[src/rtl/detector_pkg.sv]
// Shared constants and types for the serial pattern detector.
package detector_pkg;

   localparam int              DEF_PAT_LEN = 4;
   localparam logic [3:0]      DEF_PATTERN = 4'b1011;
   localparam int              DEF_CNT_W   = 8;

   typedef logic [DEF_CNT_W-1:0] count_t;

endpackage : detector_pkg

[src/rtl/detector_sat_counter.sv]
// Saturating up-counter with synchronous active-low reset; holds at all-ones.
module detector_sat_counter #(
   parameter int W = 8
) (
   input  logic         clk,
   input  logic         rst,
   input  logic         inc,
   output logic [W-1:0] value
);

   logic [W-1:0] value_q;
   logic [W-1:0] value_d;

   always_comb begin
      value_d = value_q;
      if (inc && (value_q != '1)) begin
         value_d = value_q + W'(1);
      end
   end

   // NOTE: reset is sampled only on the clock edge; there is no async path.
   always_ff @(posedge clk) begin
      if (!rst) begin
         value_q <= '0;
      end else begin
         value_q <= value_d;
      end
   end

   assign value = value_q;

endmodule : detector_sat_counter

[src/rtl/detector.sv]
// Serial bit-pattern detector with registered match pulse and saturating match count.
// Define DETECTOR_OVERLAP_EN to let a pattern suffix begin the next match.
module detector
   import detector_pkg::*;
#(
   parameter int                 PAT_LEN = DEF_PAT_LEN,
   parameter logic [PAT_LEN-1:0] PATTERN = DEF_PATTERN,
   parameter int                 CNT_W   = DEF_CNT_W
) (
   input  logic             clk,
   input  logic             rst,
   input  logic             data_in,
   output logic             detect,
   output logic [CNT_W-1:0] count
);

   localparam int VW = $clog2(PAT_LEN + 1);

   logic [PAT_LEN-1:0] hist_q;
   logic [PAT_LEN-1:0] hist_d;
   logic [VW-1:0]      vld_q;
   logic [VW-1:0]      vld_d;
   logic [VW-1:0]      vld_nxt;
   logic               detect_q;
   logic               match;

   // NOTE: every always_comb output gets a default first so no latch is inferred.
   always_comb begin
      hist_d  = {hist_q[PAT_LEN-2:0], data_in};
      vld_nxt = (vld_q == VW'(PAT_LEN)) ? vld_q : vld_q + VW'(1);
      match   = (vld_nxt == VW'(PAT_LEN)) && (hist_d == PATTERN);
`ifdef DETECTOR_OVERLAP_EN
      vld_d   = vld_nxt;
`else
      // Dropping the valid count is enough; stale history bits can never match again.
      vld_d   = match ? '0 : vld_nxt;
`endif
   end

   // NOTE: sequential state uses non-blocking assignments only.
   always_ff @(posedge clk) begin
      if (!rst) begin
         hist_q   <= '0;
         vld_q    <= '0;
         detect_q <= 1'b0;
      end else begin
         hist_q   <= hist_d;
         vld_q    <= vld_d;
         detect_q <= match;
      end
   end

   detector_sat_counter #(
      .W(CNT_W)
   ) u_sat_counter (
      .clk  (clk),
      .rst  (rst),
      .inc  (match),
      .value(count)
   );

   assign detect = detect_q;

endmodule : detector

[config.mk]
export PLATFORM = sky130hd
export DESIGN_NAME = detector
export DESIGN_NICKNAME = d
export VERILOG_FILES = /design/src/rtl/detector_pkg.sv /design/src/rtl/detector_sat_counter.sv /design/src/rtl/detector.sv
export SDC_FILE = /design/constraint.sdc
export NUM_CORES = 1
export LEC_CHECK = 0
export CAP_MARGIN = 30
export CORE_MARGIN = 10
export CORE_UTILIZATION = 39
export DETAILED_ROUTE_END_ITERATION = 12
export HOLD_SLACK_MARGIN = 0.08
export PLACE_DENSITY = 0.73
export SYNTH_ARGS = -nofsm -noshare
export SYNTH_HDL_FRONTEND = slang
export SYNTH_HIERARCHICAL = 1
export SYNTH_SLANG_ARGS = --single-unit
[constraint.sdc]
create_clock -name clk -period 5.7 [get_ports clk]
set_input_delay 0.57 -clock clk [delete_from_list [all_inputs] [get_ports clk]]
set_output_delay 0.57 -clock clk [all_outputs]
set_load 0.05 [all_outputs]
==> results of run 1 <==
cells in the mapped netlist:
| cell | n |
|---|---|
| or3b_1 | 1 |
| and2_2 | 1 |
| ha_1 | 3 |
| nand3_1 | 2 |
| and4_2 | 1 |
| buf_2 | 1 |
| nand4_1 | 2 |
| nor2_1 | 3 |
| dfxtp_1 | 15 |
| o21ai_0 | 2 |
| a21boi_0 | 1 |
| a31oi_1 | 2 |
| and2_1 | 4 |
| o21bai_1 | 2 |
| inv_1 | 5 |
| nor3_1 | 3 |
| a21boi_2 | 1 |
| a311oi_1 | 1 |
| a211oi_1 | 3 |
| xnor2_1 | 1 |
| and3_1 | 3 |
| a21oi_1 | 6 |
| or2b_2 | 1 |
| nand2_1 | 8 |
| nand2b_1 | 1 |
| mux2i_1 | 2 |
| or4_1 | 1 |
| nand4b_1 | 1 |
| and4_1 | 1 |
cells by family after synthesis:
kind of cell,Yosys count,share of synthesized area
fa+ha+maj,3,0.0539
compound gates,18,0.169
mux,2,0.0287
flops,15,0.431
simple gates,33,0.271
xor+xnor,1,0.0126
buf+inv,6,0.0341
flip-flops by register name, summed over array words and instances (netlist names):
signal,count
hist_q,3
u_sat_counter/value,8
detect,1
vld_q,3
routing by layer:
metal	part of all wire	vias to the layer above	wire (um)
met2	0.43	18	619
met3	0.079	7	114
met1	0.46	280	659
li1	-	309	-
met5	0	-	0
met4	0.032	0	46
power groups by stage:
stage | clock, mW | combinational [mW] | sequential [mW]
finish | 0.0642 | 0.0154 | 0.111
global route | 0.0735 | 0.0176 | 0.112
CTS | 0.0657 | 0.0156 | 0.111
detailed placement | 0 | 0.0154 | 0.114
global placement | 0 | 0.0154 | 0.113
floorplan | 0 | 0.0106 | 0.113
final cells by class:
cell class              instances  area [um^2]
fillers                       161          847
clock buffers                   3         22.5
multi-input cells              57          373
well taps                      25         31.3
clock inverters                 1         5.00
flip-flops and latches         15          300
inverters                       5         18.8
repair buffers                 11          110
worst reg2reg max path, delay by kind of cell (launching register included):
kind | cells | cell delay, ns
AO/OA/AOI/OAI | 1 | 0.20
adder cells (fa/ha/maj) | 1 | 0.23
buffers and inverters | 1 | 0.07
flip-flops | 1 | 0.43
AND/OR/NAND/NOR | 5 | 1.29
stage by stage:
step                total power [mW]  hold slack, ns
floorplan                      0.124           0.420
global placement               0.129           0.436
detailed placement             0.129           0.450
CTS                            0.193           0.477
global route                   0.203           0.498
finish                         0.191           0.471
how the worst max path moves through the flow:
| stage | start | endpoint | slack [ns] | depth (start not counted) |
|---|---|---|---|---|
| after floorplan | vld_q[0]$_SDFF_PP0_ | u_sat_counter/value[6]$_SDFFE_PN0P_ | 3.53 | 8 |
| after global placement | data_in | u_sat_counter/value[6]$_SDFFE_PN0P_ | 3.42 | 7 |
| after detailed placement | data_in | u_sat_counter/value[6]$_SDFFE_PN0P_ | 3.38 | 7 |
| after CTS | vld_q[0]$_SDFF_PP0_ | u_sat_counter/value[6]$_SDFFE_PN0P_ | 3.36 | 8 |
| after global routing | vld_q[0]$_SDFF_PP0_ | u_sat_counter/value[6]$_SDFFE_PN0P_ | 3.19 | 8 |
| final | vld_q[0]$_SDFF_PP0_ | u_sat_counter/value[6]$_SDFFE_PN0P_ | 3.37 | 8 |
==> summary.md, run 1 <==
| Metric | Value |
|---|---|
| Port Buffers | `11` |
| Post-layout util | `0.504` |
| Post-synthesis sequential area ratio | `0.431` |
| Worst Min Path Start | `hist_q[1]$_SDFF_PN0_` |
| Slew at the pin closest to its max-slew limit | `~0.50 ns` |
| Dpl cells | `113` |
| Post-Layout Cell Count | `117` |
| Reg2reg start | `vld_q[0]$_SDFF_PP0_` |
| Critical Path Max Stage Delay | `0.43 ns` |
| CP delay by family, top | `simple AND/OR/NAND/NOR gates` |
| Clock power share | `0.337` |
| Seq cells post-synth | `15` |
| Most common cell after layout, fill and taps aside | `dfxtp_1` |
| Crit Path Max Fanout | `6` |
| Internal power | `about 140 uW` |
| Outcome | `completed` |
| Grt met3 use | `0.0430` |
| Switching power | `49.1 uW` |
| Post-route DRC | `0` |
| Final worst slack | `3.37 ns` |
| ANT cells | `0` |
| Core ar. | `about 0.0017 mm^2` |
| Slowest cell on the critical path | `dfxtp_1` |
| Setup TNS | `0 ns` |
| First-pass GRT wire length | `between 2 and 2.5 mm` |
| Die Y | `between 60 and 70 um` |
| Total routed wirelength | `~1.4 mm` |
| WP data arrival | `about 2.5 ns` |
| Most frequent cells in the layout | `dfxtp_1, clkdlybuf4s50_1, nand2_1` |
| Logic pwr share | `0.081` |
| # Post-CTS Setup Buffers | `0` |
| Global Route met2 Usage | `0.117` |
| Root Buffer | `clkbuf_4` |
| GR Util met1 | `0.0826` |
| Synthesized Nets | `84` |
| R2R Setup Slk | `3.37 ns` |
| Worst setup EP type | `flop` |
| Initial antenna violation count | `0` |
| Area delta synth->final | `23.5%` |
| # Max-Cap Violations | `0` |
| Vias in the first global route | `580` |
| Crit start category | `flop` |
| # hold bufs at CTS | `0` |
| Synth area leader | `dfxtp_1` |
| Synth area leaders | `dfxtp_1, ha_1, a21oi_1` |
| Share of layout cells above drive strength 1 | `0.0870` |
| Post-CTS sizing | `0` |
| Hold depth | `1` |
| Clock Path Buffers | `2` |
| Final Cell Area | `861 um^2` |
| Clock Pin Slew Worst Setup and Hold Paths | `roughly 0.10 ns` |
| Pins Over Slew Limit | `0` |
| Inserted Clock Buffers | `3` |
| CTS tree | `yes` |
| Initial Util | `0.408` |
| Switching Share | `0.257` |
| DR vias/cell | `around 5.2` |
| Clock latency on the worst-skew pair | `approximately 0.30 ns` |
| GR peak layer | `met2` |
| Period utilization | `0.409` |
| Leakage | `approximately 0.32 nW` |
| Crit-path cells | `inv_1, ha_1, or3b_1, a31oi_1, and2_2, nand3_1, or4_1, and3_1` |
| Yosys cell types | `29` |
| CP bufs+invs | `1` |
| Die X | `62.3 um` |
| Total gr overflow | `0` |
| Fin nets | `99` |
| Skew final | `0.0113 ns` |
| RR Endpoint | `u_sat_counter/value[6]$_SDFFE_PN0P_` |
| Post-layout min period | `2.33 ns` |
| Pin count of the biggest net entering global routing | `16` |
| Syn. warnings | `6` |
| Clock Sinks | `15` |
| PD cells | `222 mW/mm^2` |
| Drt pass-1 iters | `4` |
| Via count | `between 600 and 700` |
| Area share of the largest cell type after synthesis | `0.431` |
| Worst Hold End | `hist_q[2]$_SDFF_PN0_` |
| Critical Setup Path Class | `reg2reg` |
| First DRT Iteration DRCs | `4` |
| R2r worst-path depth | `8` |
| Netlist Area Pre-Place | `697 um^2` |
| Antenna-violating nets left | `0` |
| Mapped Cells | `78` |
| Num ports | `12` |
| Worst IR Drop VDD | `about 0.099 mV` |
| Die ar. | `0.00388 mm^2` |
| RSZ-0062 raised after global routing | `false` |
| Total global-route track usage | `0.0789` |
| Routed WL per cell | `12.3 um` |
| DP Area | `between 800 and 900 um^2` |
| Worst EP required | `5.89 ns` |
| Final setup violation count | `0` |
| Slew HR | `0.665` |
| Std cell rows | `15` |
| Pre-CTS setup slack | `3.38 ns` |
| Routability cong. | `0.836` |
| Final Hold Vio Count | `0` |
| Fmax achieved | `~430 MHz` |
| Syn_area_per_cell | `8.93 um^2` |
| HP Class | `reg2reg` |
| CTS HTree Levels | `1` |
| Post-DP HPWL | `about 1.1 mm` |
| Flop pwr share | `0.583` |
(Power assumes the default switching activity.)
==> inputs of run 2 (changes only) <==
PLACE_DENSITY = 0.75   (was 0.73)
clock period = 2 ns   (was 5.7 ns; I/O delays follow)
==> summary.md, run 2 (synthesized netlist as in run 1, its figures left out) <==
| Metric | Value |
|---|---|
| Final setup violation count | `2 (was 0)` |
| Max reg flops | `8 (unchanged)` |
| Num ports | `12 (unchanged)` |
| Critical Setup Path Class | `reg2reg (unchanged)` |
| Most frequent cells in the layout | `dfxtp_1, clkdlybuf4s50_1, nand2_1 (unchanged)` |
| Inserted Clock Buffers | `3 (unchanged)` |
| Pre-CTS setup slack | `-0.0942 ns (was 3.38 ns)` |
| First-pass GRT wire length | `2.66 mm (was 2.47 mm)` |
| Most common cell after layout, fill and taps aside | `dfxtp_1 (unchanged)` |
| CTS HTree Levels | `1 (unchanged)` |
| Crit Path Max Fanout | `3 (was 6)` |
| Via count | `647 (was 614)` |
| ANT cells | `0 (unchanged)` |
| Total global-route track usage | `0.0812 (was 0.0789)` |
| Crit-path cells | `inv_2, ha_4, or3b_1, a31oi_1, and2_4, nand3_2, or4_1, and3_1 (was inv_1, ha_1, or3b_1, a31oi_1, and2_2, nand3_1, or4_1, and3_1)` |
| Die X | `62.3 um (unchanged)` |
| Slew at the pin closest to its max-slew limit | `0.504 ns (was 0.501 ns)` |
| Post-DP HPWL | `1.19 mm (was 1.06 mm)` |
| Post-route DRC | `0 (unchanged)` |
| Hold_ws | `0.454 ns (was 0.471 ns)` |
| Std cell rows | `15 (unchanged)` |
| Period utilization | `1.02 (was 0.409)` |
| Total gr overflow | `0 (unchanged)` |
| Post-Layout Cell Count | `125 (was 117)` |
| Fmax achieved | `491 MHz (was 429 MHz)` |
| Pins Over Slew Limit | `0 (unchanged)` |
| Root Buffer | `clkbuf_4 (unchanged)` |
| Routed WL per cell | `13.1 um (was 12.3 um)` |
| PD cells | `582 mW/mm^2 (was 222 mW/mm^2)` |
| Share of layout cells above drive strength 1 | `0.260 (was 0.0870)` |
| Drt pass-1 iters | `4 (unchanged)` |
| Clock latency on the worst-skew pair | `0.28 ns (was 0.30 ns)` |
| Core ar. | `0.00171 mm^2 (unchanged)` |
| Area delta synth->final | `38.4% (was 23.5%)` |
| Clock Sinks | `15 (unchanged)` |
| # Post-CTS Setup Buffers | `0 (unchanged)` |
| Worst EP required | `2.18 ns (was 5.89 ns)` |
| Post-layout min period | `2.04 ns (was 2.33 ns)` |
| Port Buffers | `11 (unchanged)` |
| Initial antenna violation count | `0 (unchanged)` |
| Critical Path Max Stage Delay | `0.41 ns (was 0.43 ns)` |
| Die ar. | `0.00388 mm^2 (unchanged)` |
| DR vias/cell | `5.18 (was 5.25)` |
| Clock Pin Slew Worst Setup and Hold Paths | `0.09 ns (was 0.10 ns)` |
| Initial Util | `0.408 (unchanged)` |
| Skew final | `0.00204 ns (was 0.0113 ns)` |
| WP data arrival | `2.22 ns (was 2.53 ns)` |
| Final worst slack | `-0.0373 ns (was 3.37 ns)` |
| Clock Path Buffers | `2 (unchanged)` |
| Total routed wirelength | `1.63 mm (was 1.44 mm)` |
| HP Class | `reg2reg (unchanged)` |
| Fin nets | `107 (was 99)` |
| # hold bufs at CTS | `0 (unchanged)` |
| Final Hold Vio Count | `0 (unchanged)` |
| Routability cong. | `0.787 (was 0.836)` |
| Crit start category | `flop (unchanged)` |
| # Max-Cap Violations | `0 (unchanged)` |
| Slowest cell on the critical path | `or4_1 (was dfxtp_1)` |
| First DRT Iteration DRCs | `4 (unchanged)` |
| Worst setup EP type | `flop (unchanged)` |
| Antenna-violating nets left | `0 (unchanged)` |
| RSZ-0062 raised after global routing | `true (was false)` |
| Post-layout util | `0.565 (was 0.504)` |
| Outcome | `finished, violations left (was completed)` |
| Vias in the first global route | `637 (was 580)` |
| Leakage | `0.363 nW (was 0.320 nW)` |
| Worst IR Drop VDD | `0.489 mV (was 0.0990 mV)` |
| Die Y | `62.3 um (unchanged)` |
| Slew HR | `0.663 (was 0.665)` |
| CTS tree | `yes (unchanged)` |
| DP Area | `898 um^2 (was 833 um^2)` |
| Dpl cells | `121 (was 113)` |
| Violated checks | `negative setup slack` |
| Pin count of the biggest net entering global routing | `11 (was 16)` |
| Final Cell Area | `965 um^2 (was 861 um^2)` |
run 2: cell count changes in the layout (fill, tap and decap cells not counted), sizes merged:
| cell | previous run | this run |
|---|---|---|
| buf | 0 | 8 |
| clkbuf | 3 | 4 |
| clkinv | 1 | 0 |
run 2: layer usage:
metal,GRT usage,share of wire
met5,0,0
met4,0.0251,0.0055
met3,0.0520,0.087
met2,0.136,0.50
met1,0.0808,0.41
run 2: cell type report:
| cell class | instances | area [um^2] |
|---|---|---|
| clock buffers | 4 | 26.3 |
| fillers | 153 | 743 |
| inverters | 5 | 18.8 |
| multi-input cells | 57 | 412 |
| flip-flops and latches | 15 | 303 |
| well taps | 25 | 31.3 |
| repair buffers | 19 | 174 |
run 2: final timing paths:
path	from	endpoint	slack, ns	cells past startpoint
worst max-delay path	vld_q[0]$_SDFF_PP0_	u_sat_counter/value[6]$_SDFFE_PN0P_	-0.04	8
worst max register to register	vld_q[0]$_SDFF_PP0_	u_sat_counter/value[6]$_SDFFE_PN0P_	-0.04	8
worst min-delay path	hist_q[1]$_SDFF_PN0_	hist_q[2]$_SDFF_PN0_	0.45	1
worst min register to register	hist_q[1]$_SDFF_PN0_	hist_q[2]$_SDFF_PN0_	0.45	1
run 2: report_power, final:
| group | internal [mW] | switching [mW] |
|---|---|---|
| sequential | 0.310 | 0.00797 |
| combinational | 0.0362 | 0.0315 |
| clock | 0.0774 | 0.0982 |
| total | 0.423 | 0.138 |
run 2: critical path, delay by kind of cell, from the launching register on:
family / cells / cell delay (ns)
simple gates: 5 / 1.21
flops: 1 / 0.35
compound gates: 1 / 0.16
fa+ha+maj: 1 / 0.15
buf+inv: 1 / 0.05
run 2: stage by stage:
stage               TNS (ns)  power, mW
finish               -0.0516      0.561
global route          -0.257      0.589
floorplan            -0.0858      0.354
CTS                  -0.0571      0.562
detailed placement    -0.187      0.384
global placement           0      0.380
run 2: timing repair:
action	in CTS	in global routing
pin swaps	2	4
endpoints found under the setup margin	3	5
cloned	0	0
gates resized for setup	2	9
==> inputs of run 3 (changes only) <==
GPL_TIMING_DRIVEN = 0   (was default)
==> summary.md, run 3 (synthesized netlist as in run 1, its figures left out) <==
| Metric | Value |
|---|---|
| Clock Pin Slew Worst Setup and Hold Paths | `0.09 ns (about the same)` |
| # fillers | `146 (was 153)` |
| Post-route DRC | `0 (unchanged)` |
| Most common cell after layout, fill and taps aside | `dfxtp_1 (unchanged)` |
| Post-DP HPWL | `1.02 mm (was 1.19 mm)` |
| Clock Path Buffers | `2 (unchanged)` |
| Skew final | `0.00834 ns (was 0.00204 ns)` |
| Worst Min Path Start | `hist_q[1]$_SDFF_PN0_ (unchanged)` |
| Critical Path Max Stage Delay | `0.41 ns (about the same)` |
| DR vias/cell | `5.15 (was 5.18)` |
| Clock latency on the worst-skew pair | `0.27 ns (was 0.28 ns)` |
| Pins Over Slew Limit | `0 (unchanged)` |
| Initial antenna violation count | `0 (unchanged)` |
| Crit Path Max Fanout | `3 (unchanged)` |
| Total gr overflow | `0 (unchanged)` |
| Final Cell Area | `993 um^2 (was 965 um^2)` |
| Switching power | `139 uW (was 138 uW)` |
| Final Hold Vio Count | `0 (unchanged)` |
| Internal power | `426 uW (was 423 uW)` |
| Initial Util | `0.408 (unchanged)` |
| Die ar. | `0.00388 mm^2 (unchanged)` |
| CTS tree | `yes (unchanged)` |
| # Max-Cap Violations | `0 (unchanged)` |
| Vias in the first global route | `598 (was 637)` |
| Std cell rows | `15 (unchanged)` |
| Final setup violation count | `3 (was 2)` |
| Outcome | `finished, violations left (unchanged)` |
| Logic pwr share | `0.133 (was 0.121)` |
| Leakage | `0.358 nW (was 0.363 nW)` |
| R2R Setup Slk | `-0.09 ns (was -0.04 ns)` |
| Worst setup EP type | `flop (unchanged)` |
| # hold bufs at CTS | `0 (unchanged)` |
| ANT cells | `0 (unchanged)` |
| Crit start category | `flop (unchanged)` |
| Worst Hold End | `hist_q[2]$_SDFF_PN0_ (unchanged)` |
| First-pass GRT wire length | `2.47 mm (was 2.66 mm)` |
| Switching Share | `0.246 (was 0.245)` |
| Area of the multi-input gates | `453 um^2 (was 412 um^2)` |
| Fmax achieved | `477 MHz (was 491 MHz)` |
| Via count | `634 (was 647)` |
| Reg area | `305 um^2 (was 303 um^2)` |
| RR Endpoint | `u_sat_counter/value[6]$_SDFFE_PN0P_ (unchanged)` |
| R2r worst-path depth | `8 (unchanged)` |
| DP Area | `843 um^2 (was 898 um^2)` |
| Slowest cell on the critical path | `or4_1 (unchanged)` |
| Hold depth | `1 (unchanged)` |
| Drt pass-1 iters | `4 (unchanged)` |
| Most frequent cells in the layout | `dfxtp_1, clkdlybuf4s50_1, nand2_1 (unchanged)` |
| Final worst slack | `-0.0950 ns (was -0.0373 ns)` |
| Worst IR Drop VDD | `0.360 mV (was 0.489 mV)` |
| Die X | `62.3 um (unchanged)` |
| Core ar. | `0.00171 mm^2 (unchanged)` |
| Critical Setup Path Class | `reg2reg (unchanged)` |
| Share of layout cells above drive strength 1 | `0.276 (was 0.260)` |
| Pin count of the biggest net entering global routing | `16 (was 11)` |
| Fin nets | `105 (was 107)` |
| Clock Sinks | `15 (unchanged)` |
| Violated checks | `negative setup slack (unchanged)` |
| Total routed wirelength | `1.60 mm (was 1.63 mm)` |
| HP Class | `reg2reg (unchanged)` |
| PD cells | `569 mW/mm^2 (was 582 mW/mm^2)` |
| Num ports | `12 (unchanged)` |
| Inserted Clock Buffers | `3 (unchanged)` |
| Reg2reg start | `vld_q[0]$_SDFF_PP0_ (unchanged)` |
| Port Buffers | `11 (unchanged)` |
| RSZ-0062 raised after global routing | `true (unchanged)` |
| Worst EP required | `2.17 ns (was 2.18 ns)` |
| Root Buffer | `clkbuf_4 (unchanged)` |
| WP data arrival | `2.26 ns (was 2.22 ns)` |
| Antenna-violating nets left | `0 (unchanged)` |
| Post-layout min period | `2.09 ns (was 2.04 ns)` |
| Pre-CTS setup slack | `-0.235 ns (was -0.0942 ns)` |
| Die Y | `62.3 um (unchanged)` |
| Routed WL per cell | `13.0 um (was 13.1 um)` |
| Total global-route track usage | `0.0749 (was 0.0812)` |
| CTS HTree Levels | `1 (unchanged)` |
| Period utilization | `1.05 (was 1.02)` |
| Flop pwr share | `0.568 (was 0.566)` |
| Clock power share | `0.298 (was 0.313)` |
| Slew HR | `0.667 (was 0.663)` |
| Max reg flops | `8 (unchanged)` |
| First DRT Iteration DRCs | `15 (was 4)` |
| Routability cong. | `0.852 (was 0.787)` |
| Crit-path cells | `inv_4, ha_4, or3b_4, a31oi_4, and2_4, nand3_2, or4_1, and3_1 (was inv_2, ha_4, or3b_1, a31oi_1, and2_4, nand3_2, or4_1, and3_1)` |
| Area delta synth->final | `42.5% (was 38.4%)` |
| Slew at the pin closest to its max-slew limit | `0.498 ns (was 0.504 ns)` |
## run 3: changes by cell type in the layout (fill, tap and decap cells not counted), sizes merged
cell	delta
buf	-2
## run 3: what timing repair did
action	in CTS	in global routing
endpoints found under the setup margin	3	7
gates cloned	0	0
pin swaps	6	5
buffers inserted	4	2
resized for setup	10	10
## run 3: critical path, delay by kind of cell (launching register included)
family	cells	cell delay, ns
compound gates	1	0.15
fa+ha+maj	1	0.15
simple gates	5	1.25
buf+inv	1	0.04
flops	1	0.39
## run 3: power groups by stage
stage / combinational, mW / sequential [mW] / clock, mW
floorplan: 0.0318 / 0.323 / 0
global placement: 0.0440 / 0.324 / 0
detailed placement: 0.0453 / 0.324 / 0
CTS: 0.0623 / 0.317 / 0.173
global route: 0.0832 / 0.323 / 0.189
finish: 0.0753 / 0.321 / 0.169
## run 3: worst max-delay path by stage
stage                              startpoint                                   to  slack, ns  depth (start not counted)
after floorplan           vld_q[0]$_SDFF_PP0_  u_sat_counter/value[6]$_SDFFE_PN0P_      -0.09                          8
after global placement    vld_q[0]$_SDFF_PP0_  u_sat_counter/value[6]$_SDFFE_PN0P_      -0.16                          8
after detailed placement  vld_q[0]$_SDFF_PP0_  u_sat_counter/value[6]$_SDFFE_PN0P_      -0.23                          8
after CTS                 vld_q[0]$_SDFF_PP0_  u_sat_counter/value[6]$_SDFFE_PN0P_      -0.12                          8
after global routing      vld_q[0]$_SDFF_PP0_  u_sat_counter/value[6]$_SDFFE_PN0P_      -0.12                          8
final                     vld_q[0]$_SDFF_PP0_  u_sat_counter/value[6]$_SDFFE_PN0P_      -0.09                          8
## run 3: area by class of cell
class,count,share of cell area
Tap cell,25,0.0315
Clock buffer,4,0.0264
Buffer,1,0.00504
Sequential cell,15,0.307
Timing Repair Buffer,16,0.152
Inverter,5,0.0214
Multi-Input combinational cell,57,0.456
## run 3: layer usage
layer / vias up / part of all wire / global-route usage
met5: - / 0 / 0
met3: 2 / 0.066 / 0.0341
met2: 10 / 0.51 / 0.129
met1: 301 / 0.42 / 0.0753
met4: 0 / 0.0056 / 0.0335
li1: 321 / - / -
## run 3: stage by stage
stage | total power, mW | hold WS [ns] | cells | TNS [ns] | util
3_3_place_gp | 0.368 | 0.433 | 114 | -0.164 | 0.494
2_1_floorplan | 0.354 | 0.305 | 78 | -0.0858 | -
4_1_cts | 0.552 | 0.466 | 122 | -0.300 | 0.548
3_5_place_dp | 0.370 | 0.442 | 114 | -0.296 | 0.494
5_1_grt | 0.595 | 0.483 | 123 | -0.361 | 0.582
6_report | 0.565 | 0.464 | 123 | -0.127 | 0.582
